`src/rtl/get_rssi_param_pkg.sv`:
```
// Shared defaults and sizing helpers for the RSSI estimator.
package get_rssi_param_pkg;

  localparam int DEF_DW = 8;
  localparam int DEF_LW = 6;
  localparam int DEF_RW = 7;

  // A counter that must reach 2^log2_depth needs one bit more than the index.
  function automatic int cnt_w(input int log2_depth);
    return log2_depth + 1;
  endfunction

endpackage

```
`src/rtl/get_rssi_param_delay_line.sv`:
```
// Strobe-gated delay line: q shows the value written DEPTH writes ago.
module rssi_delay_line #(
  parameter int WIDTH = 8,
  parameter int DEPTH = 64
) (
  input  logic             clk,
  input  logic             ce,
  input  logic [WIDTH-1:0] d,
  output logic [WIDTH-1:0] q
);

  // Storage is intentionally unreset; the owner masks it until DEPTH writes land.
  logic [WIDTH-1:0] mem [DEPTH];

  always_ff @(posedge clk) begin
    if (ce) begin
      mem[0] <= d;
      for (int i = 1; i < DEPTH; i++) begin
        mem[i] <= mem[i-1];
      end
    end
  end

  assign q = mem[DEPTH-1];

endmodule

```
`src/rtl/get_rssi_param.sv`:
```
// RSSI estimator: moving averages of high- and low-level samples, their
// clamped difference, and a second moving average of that difference.
module get_rssi_param
  import get_rssi_param_pkg::*;
#(
  parameter int DW = DEF_DW,
  parameter int LW = DEF_LW,
  parameter int RW = DEF_RW
) (
  input  logic          clk,
  input  logic          rst,
  input  logic [DW-1:0] din,
  input  logic          den,
  input  logic          bin,
  input  logic          ben,
  output logic [DW-1:0] dout,
  output logic          drdy,
  output logic          sat
);

  localparam int LCW = cnt_w(LW);
  localparam int RCW = cnt_w(RW);
  localparam int LSW = DW + LW;
  localparam int RSW = DW + RW;

  function automatic logic [LSW-1:0] widen_lvl(input logic [DW-1:0] v);
    return {{LW{1'b0}}, v};
  endfunction

  function automatic logic [RSW-1:0] widen_rssi(input logic [DW-1:0] v);
    return {{RW{1'b0}}, v};
  endfunction

  // Returns {clamped, value}; a negative difference becomes zero.
  function automatic logic [DW:0] clamp_diff(input logic [DW-1:0] a, input logic [DW-1:0] b);
    logic signed [DW:0] d;
    d = $signed({1'b0, a}) - $signed({1'b0, b});
    if (d[DW]) return {1'b1, {DW{1'b0}}};
    return {1'b0, d[DW-1:0]};
  endfunction

  logic           hstb, lstb;
  logic [DW-1:0]  hold_q, lold_q, rold_q;
  logic [LSW-1:0] hsum, lsum;
  logic [LCW-1:0] hcnt, lcnt;
  logic           hfull, lfull;
  logic           hvld_p0, lvld_p0;
  logic [DW-1:0]  havg, lavg, hhold, lhold, hcur;
  logic [DW:0]    diff;
  logic [DW-1:0]  rssi_p1;
  logic           vld_p1, sat_p1;
  logic [RSW-1:0] rsum;
  logic [RCW-1:0] rcnt;
  logic           rfull, rfull_nxt;
  logic           vld_p2;

  assign hstb  = ben & den & bin;
  assign lstb  = ben & den & ~bin;
  assign hfull = hcnt[LW];
  assign lfull = lcnt[LW];

  rssi_delay_line #(.WIDTH(DW), .DEPTH(2**LW)) u_high_dl (
    .clk(clk), .ce(hstb), .d(din), .q(hold_q)
  );

  rssi_delay_line #(.WIDTH(DW), .DEPTH(2**LW)) u_low_dl (
    .clk(clk), .ce(lstb), .d(din), .q(lold_q)
  );

  // Stage p0: per-level running sums
  always_ff @(posedge clk or posedge rst) begin
    if (rst) begin
      hsum    <= '0;
      lsum    <= '0;
      hcnt    <= '0;
      lcnt    <= '0;
      hvld_p0 <= 1'b0;
      lvld_p0 <= 1'b0;
    end else begin
      hvld_p0 <= hstb;
      lvld_p0 <= lstb;
      if (hstb) begin
        hsum <= hsum + widen_lvl(din) - (hfull ? widen_lvl(hold_q) : '0);
        if (!hfull) hcnt <= hcnt + LCW'(1);
      end
      if (lstb) begin
        lsum <= lsum + widen_lvl(din) - (lfull ? widen_lvl(lold_q) : '0);
        if (!lfull) lcnt <= lcnt + LCW'(1);
      end
    end
  end

  assign havg = hsum[LSW-1:LW];
  assign lavg = lsum[LSW-1:LW];
  assign hcur = hvld_p0 ? havg : hhold;
  assign diff = clamp_diff(hcur, lhold);

  // Stage p1: level holds and clamped RSSI sample
  always_ff @(posedge clk or posedge rst) begin
    if (rst) begin
      hhold  <= '0;
      lhold  <= '0;
      vld_p1 <= 1'b0;
      sat_p1 <= 1'b0;
    end else begin
      if (hvld_p0) hhold <= havg;
      if (lvld_p0) lhold <= lavg;
      vld_p1 <= hvld_p0 & hfull & lfull;
      sat_p1 <= hvld_p0 & hfull & lfull & diff[DW];
    end
  end

  always_ff @(posedge clk) begin
    if (hvld_p0) rssi_p1 <= diff[DW-1:0];
  end

  rssi_delay_line #(.WIDTH(DW), .DEPTH(2**RW)) u_rssi_dl (
    .clk(clk), .ce(vld_p1), .d(rssi_p1), .q(rold_q)
  );

  assign rfull     = rcnt[RW];
  assign rfull_nxt = rfull | (&rcnt[RW-1:0]);

  // Stage p2: RSSI running sum and output strobe
  always_ff @(posedge clk or posedge rst) begin
    if (rst) begin
      rsum   <= '0;
      rcnt   <= '0;
      vld_p2 <= 1'b0;
    end else begin
      vld_p2 <= vld_p1 & rfull_nxt;
      if (vld_p1) begin
        rsum <= rsum + widen_rssi(rssi_p1) - (rfull ? widen_rssi(rold_q) : '0);
        if (!rfull) rcnt <= rcnt + RCW'(1);
      end
    end
  end

  assign dout = rsum[RSW-1:RW];
  assign drdy = vld_p2;
  assign sat  = sat_p1;

endmodule

```
`config.mk`:
```
export PLATFORM = sky130hd
export DESIGN_NAME = get_rssi_param
export DESIGN_NICKNAME = d
export VERILOG_FILES = /design/src/rtl/get_rssi_param_pkg.sv /design/src/rtl/get_rssi_param_delay_line.sv /design/src/rtl/get_rssi_param.sv
export SDC_FILE = /design/constraint.sdc
export NUM_CORES = 1
export LEC_CHECK = 0
export ABC_AREA = 1
export CAP_MARGIN = 10
export CORE_ASPECT_RATIO = 1.25
export CORE_MARGIN = 1.5
export CORE_UTILIZATION = 60
export CTS_CLUSTER_DIAMETER = 80
export CTS_CLUSTER_SIZE = 8
export DETAILED_ROUTE_END_ITERATION = 6
export PLACE_DENSITY = 0.76
export RECOVER_POWER = 50
export SLEW_MARGIN = 10
export SYNTH_ARGS = -nofsm -noshare
export SYNTH_HDL_FRONTEND = slang
export SYNTH_SLANG_ARGS = --single-unit
```
`constraint.sdc`:
```
create_clock -name clk -period 46.1 [get_ports clk]
set_input_delay 6.915 -clock clk [delete_from_list [all_inputs] [get_ports clk]]
set_output_delay 6.915 -clock clk [all_outputs]
set_load 0.02 [all_outputs]
```
-- Word-level counts from Yosys, hierarchy flattened
Memories as Yosys holds them, arrays and structs flattened.
Cells that the tools add are included.
- memories kept: 3
- output and inout port bits: 10
- logic and storage cells: 62
- bits in writable memories: 2048
- bits in registers: 94
- bits of input ports: 13
- memories (name ; depth ; bits a word ; rd ports ; clocked after Yosys merged registers in ; wr ports ; RTL line ; RTL):
    u_rssi_dl.mem ; 128 ; 8 ; 128 ; 0 ; 128 ; get_rssi_param_delay_line.sv:13 ; logic [WIDTH-1:0] mem [DEPTH];
    u_high_dl.mem ; 64 ; 8 ; 64 ; 0 ; 64 ; get_rssi_param_delay_line.sv:13 ;
    u_low_dl.mem ; 64 ; 8 ; 64 ; 0 ; 64 ; get_rssi_param_delay_line.sv:13 ;
- mux-type cells: 16
- add/subtract/negate cells: 10
- reduce and logical (&&, ||, !) cells: 4
- bitwise operators: 12
- operators with widths (kind ; number):
    two-way mux 8 bit ; 5
    adder 14 x 8 -> 14 bit ; 2
    subtractor 14 x 8 -> 14 bit ; 2
    two-way mux 9 bit ; 2
    adder 15 x 8 -> 15 bit ; 1
    subtractor 15 x 8 -> 15 bit ; 1
    adder 7 x 1 -> 7 bit, second input constant ; 2
    two-way mux 7 bit ; 2
    subtractor 8 x 8 -> 9 bit ; 1
    adder 8 x 1 -> 8 bit, second input constant ; 1
    AND 1 bit ; 7
    two-way mux 1 bit ; 7
    AND reduction 7 bit ; 1
    AND reduction 2 bit ; 3
    inverter 1 bit ; 4
    bitwise OR 1 bit ; 1

-- Logic depth before layout (Yosys ltp)
Gate-level depths: netlist of run 1.
- depth in word-level cells: 5
- gate-level depth with buffers: 16

-- By module
A second synthesis of run 1 with hierarchy kept.
- cell total of the unflattened synthesis: 3102
- area total of the unflattened synthesis: 68986.2 um^2
- modules (own cells, without submodules) (module ; cells an instance ; instances ; area each (um^2)):
    rssi_delay_line (u_high_dl ...) ; 520 ; 2 ; 15434.8
    rssi_delay_line (u_rssi_dl) ; 1024 ; 1 ; 30749.5
    get_rssi_param ; 1038 ; 1 ; 7367.1

-- Worst setup path before layout of run 1
OpenSTA, ideal clock, no wires.
- path kind: reg2reg
- from: register vld_p1
- to: register rcnt[1]
- data arrival time: 24988 ps
- period minus slack after synthesis: 25113 ps
- buffers on the path: 0
- setup time: 125 ps
- path slack: 20987 ps
- cell stages (with the launch flop): 4
- cell sequence: dfrtp_1 > inv_1 > nor2_1 > mux2_2
- longest elaborated chain between the ends: 1
- RTL lines (what ; RTL line ; RTL):
    start: declaration ; get_rssi_param.sv:51 ; logic vld_p1, sat_p1;
    start signal: assignment ; get_rssi_param.sv:108 ; vld_p1 <= hvld_p0 & hfull & lfull;
    AND reduction 2 bit (no line) ; - ;
    end signal: assignment ; get_rssi_param.sv:134 ; if (!rfull) rcnt <= rcnt + RCW'(1);
    end: declaration ; get_rssi_param.sv:53 ; logic [RCW-1:0] rcnt;
No other way between the ends.
A chain may end at the register's enable or synchronous reset.

==> results of run 1 <==
-- final cells by class --
cell class,count,area (sq um)
clock buffer,410,8390
clock inverter,8,101
fill,6285,34000
inverter,267,1010
multi-input combinational,657,3840
sequential,2142,63900
tap,1470,1840
timing repair buffer,40,385
-- cells by family (layout without fill, tap and decap cells) --
kind of cell | after synthesis | in the layout | share of synthesized area
flip-flops | 2142 | 2142 | 0.928
AND/OR/NAND/NOR | 464 | 464 | 0.0281
buffers and inverters | 287 | 725 | 0.0163
AO/OA/AOI/OAI | 81 | 81 | 0.00614
XOR/XNOR | 31 | 31 | 0.00405
multiplexers | 2 | 2 | 0.000327
adder cells (fa/ha/maj) | 79 | 79 | 0.0171
-- final timing paths --
path                                          to  slack [ps]
max reg2reg                 u_rssi_dl.mem[10][9]       35370
min                          u_rssi_dl.mem[2][0]         390
min reg2reg                  u_rssi_dl.mem[2][0]         390
max                        u_high_dl.mem[0][226]       35240
max in group asynchronous               hsum[12]       38500
min in group asynchronous                rcnt[5]        6300
-- Yosys cell counts --
library cell	count
a21oi_1	26
a31oi_1	2
buf_2	6
buf_4	8
buf_6	1
clkbuf_1	5
clkinv_1	1
dfrtp_1	86
edfxtp_1	2056
fa_1	25
ha_1	54
inv_1	266
mux2_2	2
nand2_1	322
nand2_2	1
nand2_4	1
nand3_1	57
nand3_4	1
nand3b_1	4
nand4_1	13
nand4_2	1
nor2_1	51
nor2_2	3
nor2_4	3
nor3_1	4
o21ai_0	39
o21ai_1	6
o21ai_2	1
o21bai_1	2
o22ai_1	5
or2_2	3
xnor2_1	12
xnor2_2	1
xor2_1	18
-- placed cells by master, fill, tap and decap left out, drive strengths merged, types with 22 or more instances in the layout --
cell / netlist / final
clkdlybuf4s50: 0 / 22
a21oi: 26 / 26
edfxtp: 2056 / 2056
nand3: 58 / 58
nor2: 57 / 57
ha: 54 / 54
dfrtp: 86 / 86
fa: 25 / 25
clkbuf: 5 / 412
nand2: 324 / 324
o21ai: 46 / 46
inv: 266 / 270
-- state kept, by name, summed over array words and instances (netlist names) --
name and flops:
drdy 1, hcnt 7, hhold 8, hsum 14
hvld_p0 1, lcnt 7, lhold 8, lsum 14
lvld_p0 1, rcnt 8, rssi_p1 8, rsum 15
sat 1, u_high_dl.mem 512, u_low_dl.mem 512, u_rssi_dl.mem 1024
vld_p1 1
-- worst max-delay path, cell delays in order --
cell,delay [ps]
clkdlybuf4s50_1,560
nand3_4,260
inv_8,820
buf_4,850
buf_4,830
buf_4,850
-- power by group through the flow --
stage / Combinational [mW] / Clock [mW] / Sequential (mW)
2_1_floorplan: 0.293 / 0 / 2.29
3_3_place_gp: 0.369 / 0 / 2.25
3_5_place_dp: 0.381 / 0 / 2.25
4_1_cts: 0.402 / 2.08 / 2.22
5_1_grt: 0.461 / 2.16 / 2.23
6_report: 0.410 / 2.03 / 2.22
-- metal layers --
metal	wire, um	GRT usage	up-vias	share of wire
li1	-	-	12134	-
met1	48800	0.285	13869	0.45
met2	52100	0.293	876	0.48
met3	5550	0.0413	226	0.051
met4	2800	0.0732	0	0.026
met5	0	0	-	0
-- metrics by stage --
stage	cell area [sq um]	power, mW	utilization	instances	setup WS (ps)
2_1_floorplan	68800	2.58	-	3086	20990
3_3_place_gp	71000	2.62	0.626	4576	34510
3_5_place_dp	71000	2.63	0.626	4576	34360
4_1_cts	79500	4.70	0.701	4994	35290
5_1_grt	79500	4.85	0.700	4994	34130
6_report	79500	4.66	0.700	4994	35240
==> summary.md, run 1 <==
| Metric | Value |
|---|---|
| CTS resizes | `0` |
| Io pins | `23` |
| Synthesized flop and latch total | `approximately 2100` |
| Antenna violations before repair | `1` |
| Root Buffer Master | `clkbuf_16` |
| Largest net degree at the start of global routing | `about 220` |
| Die X | `306 um` |
| RR Startpoint | `vld_p1` |
| Largest area contributor in the netlist | `edfxtp_1` |
| ANT nets after route | `0` |
| Hold-fix buffers, CTS | `0` |
| Drt drc | `3` |
| Num rows | `138` |
| Tmin final | `about 11000 ps` |
| Port bufs | `22` |
| Core area | `113000 sq um` |
| RSZ-0062 raised after global routing | `no` |
| CTS Buf Count | `317` |
| Total grt overflow | `0` |
| Clock share of power | `0.435` |
| Starting Density | `0.607` |
| CP endpoint kind | `register` |
| Setup Viol. Count Final | `0` |
| Maximum root-to-sink buffer count | `4` |
| CTS tree | `built` |
| Worst-skew pair later-pin latency | `890 ps` |
| Vias in the first global route | `28296` |
| Peak VDD IR | `0.0519 mV` |
| Setup Fix Bufs, Post-CTS | `0` |
| Vias post-DR | `27105` |
| Required @ worst endpoint | `46580 ps` |
| Critical path class | `input port to register` |
| Register area share after synthesis | `0.928` |
| Worst slew pin tran | `9530 ps` |
| Crit Path Max Fanout | `167` |
| Failing checks | `DRC, capacitance limit, slew limit` |
| Synthesized area per cell | `between 20 and 25 sq um` |
| All-layer global routing usage | `0.194` |
| R2R cell count | `2` |
| Nets@finish | `around 3500` |
| Syn. warnings | `0` |
| Die height | `382 um` |
| Worst hold slack | `slightly below 400 ps` |
| Reg power frac | `0.477` |
| Switching Fraction | `0.232` |
| Total Wirelength | `109000 um` |
| Clock skew | `34.3 ps` |
| Net Sw Power | `1.08 mW` |
| Net Count, Synth | `3178` |
| Post-synthesis instance total | `3086` |
| Outcome | `finished with violations` |
| Clock slew at reported path FFs | `50 ps` |
| Layout area overhead | `15.4%` |
| Lkg Pwr | `25.4 nW` |
| Crit path DAT | `11340 ps` |
| Power Density | `just under 60 nW/um^2` |
| DR vias/cell | `5.43` |
| Drt wl/cell | `21.9 um` |
| Crit start category | `input port` |
| Depth of the CTS H-tree | `5` |
| Post-Syn Area | `68800 sq um` |
| Clock sink count | `2142` |
| Routability-driven placement congestion ratio | `0.824` |
| Final Cycle Share | `0.236` |
| Slew Limit Headroom | `-5.35` |
| DIE AREA | `117000 sq um` |
| Hold Crit Start | `u_rssi_dl.mem[1][24]` |
| FMAX | `92.1 MHz` |
| Final Hold Viols | `0` |
| Layout cells sized above 1 | `0.103` |
| 1st-iter DRT viols | `just under 3000` |
| DRT Pass-1 Iters | `7` |
| CP Launch Point | `bin` |
| Slew Limit Fails | `327` |
| Area fraction of the dominant cell type after synthesis | `0.897` |
| Hold Crit Depth | `0` |
| Top area cells in the synthesized netlist | `edfxtp_1 (90%), dfrtp_1 (3.1%), nand2_1 (1.8%), inv_1 (1.5%), ha_1 (0.98%)` |
| # diodes | `0` |
| First-pass GRT wire length | `170000 um` |
| Max Cap Viol | `3` |
| Final HPWL DP | `40900 um` |
| Combinational power share | `0.088` |
| Post-synthesis cell type count | `34` |
| Setup TNS Final | `0 ps` |
| Worst hold-check path type | `register to register` |
| Pint | `3.58 mW` |
Power figures use the tool's default switching activity.
==> run 2, diff against run 1 <==
- clock period: 46.1 -> 11.2 ns (I/O delays scaled with it)
==> run 2 against run 1 <==
Compared with the run above: the run ends with capacitance limit, slew limit left; combinational power increased to 4.2 times the previous value; wire length rose by 2.6%; die area is the same; setup slack got worse by 30000 ps; sequential share of layout area hardly changed; via count shrank 0.47%; sequential power increased to 4.1 times the previous value; total power rose to 4.1 times the previous value; cell area about the same; largest power group unchanged.
==> summary.md, run 2 (same netlist as run 1, synthesis figures left out) <==
| Metric | Value |
|---|---|
| Vias in the first global route | `28336 (+0.14%)` |
| Worst hold-check path type | `register to register` |
| CP endpoint kind | `register` |
| CTS resizes | `0 (unchanged)` |
| FMAX | `around 180 MHz` |
| Port bufs | `22 (unchanged)` |
| Slew Limit Fails | `74 (-77%)` |
| Biggest regs | `u_rssi_dl.mem: 1024 flops, u_high_dl.mem: 512 flops, u_low_dl.mem: 512 flops` |
| Post-route cell area | `79400 sq um (about the same)` |
| Layout Cells excl Fill | `4981 (-0.26%)` |
| CTS tree | `built` |
| Worst slew pin tran | `2950 ps (-6580 ps)` |
| Worst-skew pair later-pin latency | `900 ps (about the same)` |
| Critical path class | `register to register` |
| RSZ-0062 raised after global routing | `no` |
| Antenna violations before repair | `0 (-1)` |
| Final HPWL DP | `41600 um (+1.8%)` |
| Drt wl/cell | `22.5 um (+2.8%)` |
| Combinational power share | `0.089 (about the same)` |
| Largest reg by FF count | `u_rssi_dl.mem` |
| Fin util | `0.700 (about the same)` |
| DR vias/cell | `5.42 (-0.21%)` |
| Final Cycle Share | `0.493` |
| Crit Path Max Fanout | `80 (-52%)` |
| Root Buffer Master | `clkbuf_16` |
| Die X | `306 um (unchanged)` |
| Total power | `19.2 mW (+310%)` |
| Max reg flops | `1024 (unchanged)` |
| Setup Fix Bufs, Post-CTS | `0 (unchanged)` |
| Setup Viol. Count Final | `0 (unchanged)` |
| Vias post-DR | `26978 (-0.47%)` |
| Placed Area | `71000 sq um (about the same)` |
| CTS Buf Count | `317 (unchanged)` |
| DP Cell Count | `4574 (-0.044%)` |
| Drt drc | `0 (-3)` |
| Final Hold Viols | `0 (unchanged)` |
| Crit path DAT | `6010 ps (-5330 ps)` |
| Routability-driven placement congestion ratio | `0.800 (-2.9%)` |
| Worst hold slack | `376 ps (-12.7 ps)` |
| Required @ worst endpoint | `11690 ps (-34890 ps)` |
| DRT Pass-1 Iters | `5 (-2)` |
| Largest net degree at the start of global routing | `214 (-3.6%)` |
| Reg power frac | `0.477 (about the same)` |
| Depth of the CTS H-tree | `5 (unchanged)` |
| Failing checks | `capacitance limit, slew limit` |
| Power Density | `242 nW/um^2 (+310%)` |
| 1st-iter DRT viols | `2696 (-6.7%)` |
| Fill cells | `6375 (+1.4%)` |
| Io pins | `23 (unchanged)` |
| ANT nets after route | `0 (unchanged)` |
| DIE AREA | `117000 sq um (unchanged)` |
| R2R Setup Slk | `5680 ps (-29690 ps)` |
| Die height | `382 um (unchanged)` |
| Clock share of power | `0.434 (about the same)` |
| Layout cells sized above 1 | `0.104 (+0.000382)` |
| Total Wirelength | `112000 um (+2.6%)` |
| Hold-fix buffers, CTS | `0 (unchanged)` |
| Maximum root-to-sink buffer count | `4 (unchanged)` |
| Slew Limit Headroom | `-0.967 (+4.38)` |
| Pint | `14.7 mW (+310%)` |
| First-pass GRT wire length | `174000 um (+2.1%)` |
| Lkg Pwr | `25.4 nW (about the same)` |
| Clock sink count | `2142 (unchanged)` |
| Most frequent cells in the layout | `edfxtp_1 (2056), nand2_1 (322), clkbuf_16 (322), inv_1 (265), dfrtp_1 (86)` |
| Nets@finish | `3515 (-0.057%)` |
| All-layer global routing usage | `0.199 (+0.00528)` |
| Tmin final | `about 5500 ps` |
| Starting Density | `0.607 (unchanged)` |
| Clock slew at reported path FFs | `50 ps (about the same)` |
| Clock skew | `55.9 ps (+21.5 ps)` |
| # diodes | `0 (unchanged)` |
| Switching Fraction | `0.234 (+0.00147)` |
| Peak VDD IR | `0.233 mV (+350%)` |
| Commonest non-fill, non-tap cell in the layout | `edfxtp_1` |
| Max Cap Viol | `1 (-2)` |
| Core area | `113000 sq um (unchanged)` |
| Net Sw Power | `4.49 mW (+310%)` |
| Outcome | `finished with violations` |
| Crit start category | `register` |
| Total grt overflow | `0 (unchanged)` |
| Num rows | `138 (unchanged)` |
| Layout area overhead | `15.4% (about the same)` |
## run 2: cell types whose count changed in the layout (fill, tap and decap cells not counted), sizes merged
cell	delta
clkbuf	-13
clkdlybuf4s50	-5
dlygate4sd3	+5
clkinv	-1
clkinvlp	+1
## run 2: metal layers
| metal | track usage | vias up | routed length (um) |
|---|---|---|---|
| met5 | 0 | - | 0 |
| met4 | 0.0754 | 0 | 2850 |
| met3 | 0.0453 | 246 | 5690 |
| met2 | 0.308 | 839 | 54900 |
| met1 | 0.283 | 13775 | 48700 |
| li1 | - | 12118 | - |
## run 2: worst paths after layout
path | startpoint | end | cells past startpoint
worst max-delay path | vld_p1 | u_rssi_dl.mem[21][23] | 3
worst min-delay path | u_rssi_dl.mem[4][21] | u_rssi_dl.mem[4][29] | 0
worst max register to register | vld_p1 | u_rssi_dl.mem[21][23] | 3
worst min register to register | u_rssi_dl.mem[4][21] | u_rssi_dl.mem[4][29] | 0
max in group asynchronous | rst | rsum[14] | 3
min in group asynchronous | rst | hcnt[5] | 2
## run 2: cell type report
type,count,area [sq um],share of cell area
Timing Repair Buffer,38,415,0.00523
Clock inverter,8,87.6,0.00110
Multi-Input combinational cell,657,3840,0.0483
Clock buffer,399,8350,0.105
Tap cell,1470,1840,0.0232
Inverter,267,1010,0.0127
Sequential cell,2142,63900,0.804
## run 2: metrics by stage
stage	setup TNS, ps	worst slack (ps)
global route	0	5080
detailed placement	0	5590
floorplan	-1297540	-2910
global placement	0	5700
CTS	0	6510
finish	0	5680
## run 2: power groups by stage
| stage | Combinational, mW | Clock (mW) | Sequential [mW] |
|---|---|---|---|
| finish | 1.71 | 8.34 | 9.15 |
| CTS | 1.69 | 8.57 | 9.15 |
| floorplan | 1.21 | 0 | 9.36 |
| global placement | 1.54 | 0 | 9.27 |
| detailed placement | 1.58 | 0 | 9.28 |
| global route | 1.94 | 8.85 | 9.16 |
## run 2: critical path, cell delays in order, from the launching register on
cell and delay, ps:
dfrtp_1 2350, buf_4 1040, buf_4 760, buf_4 810
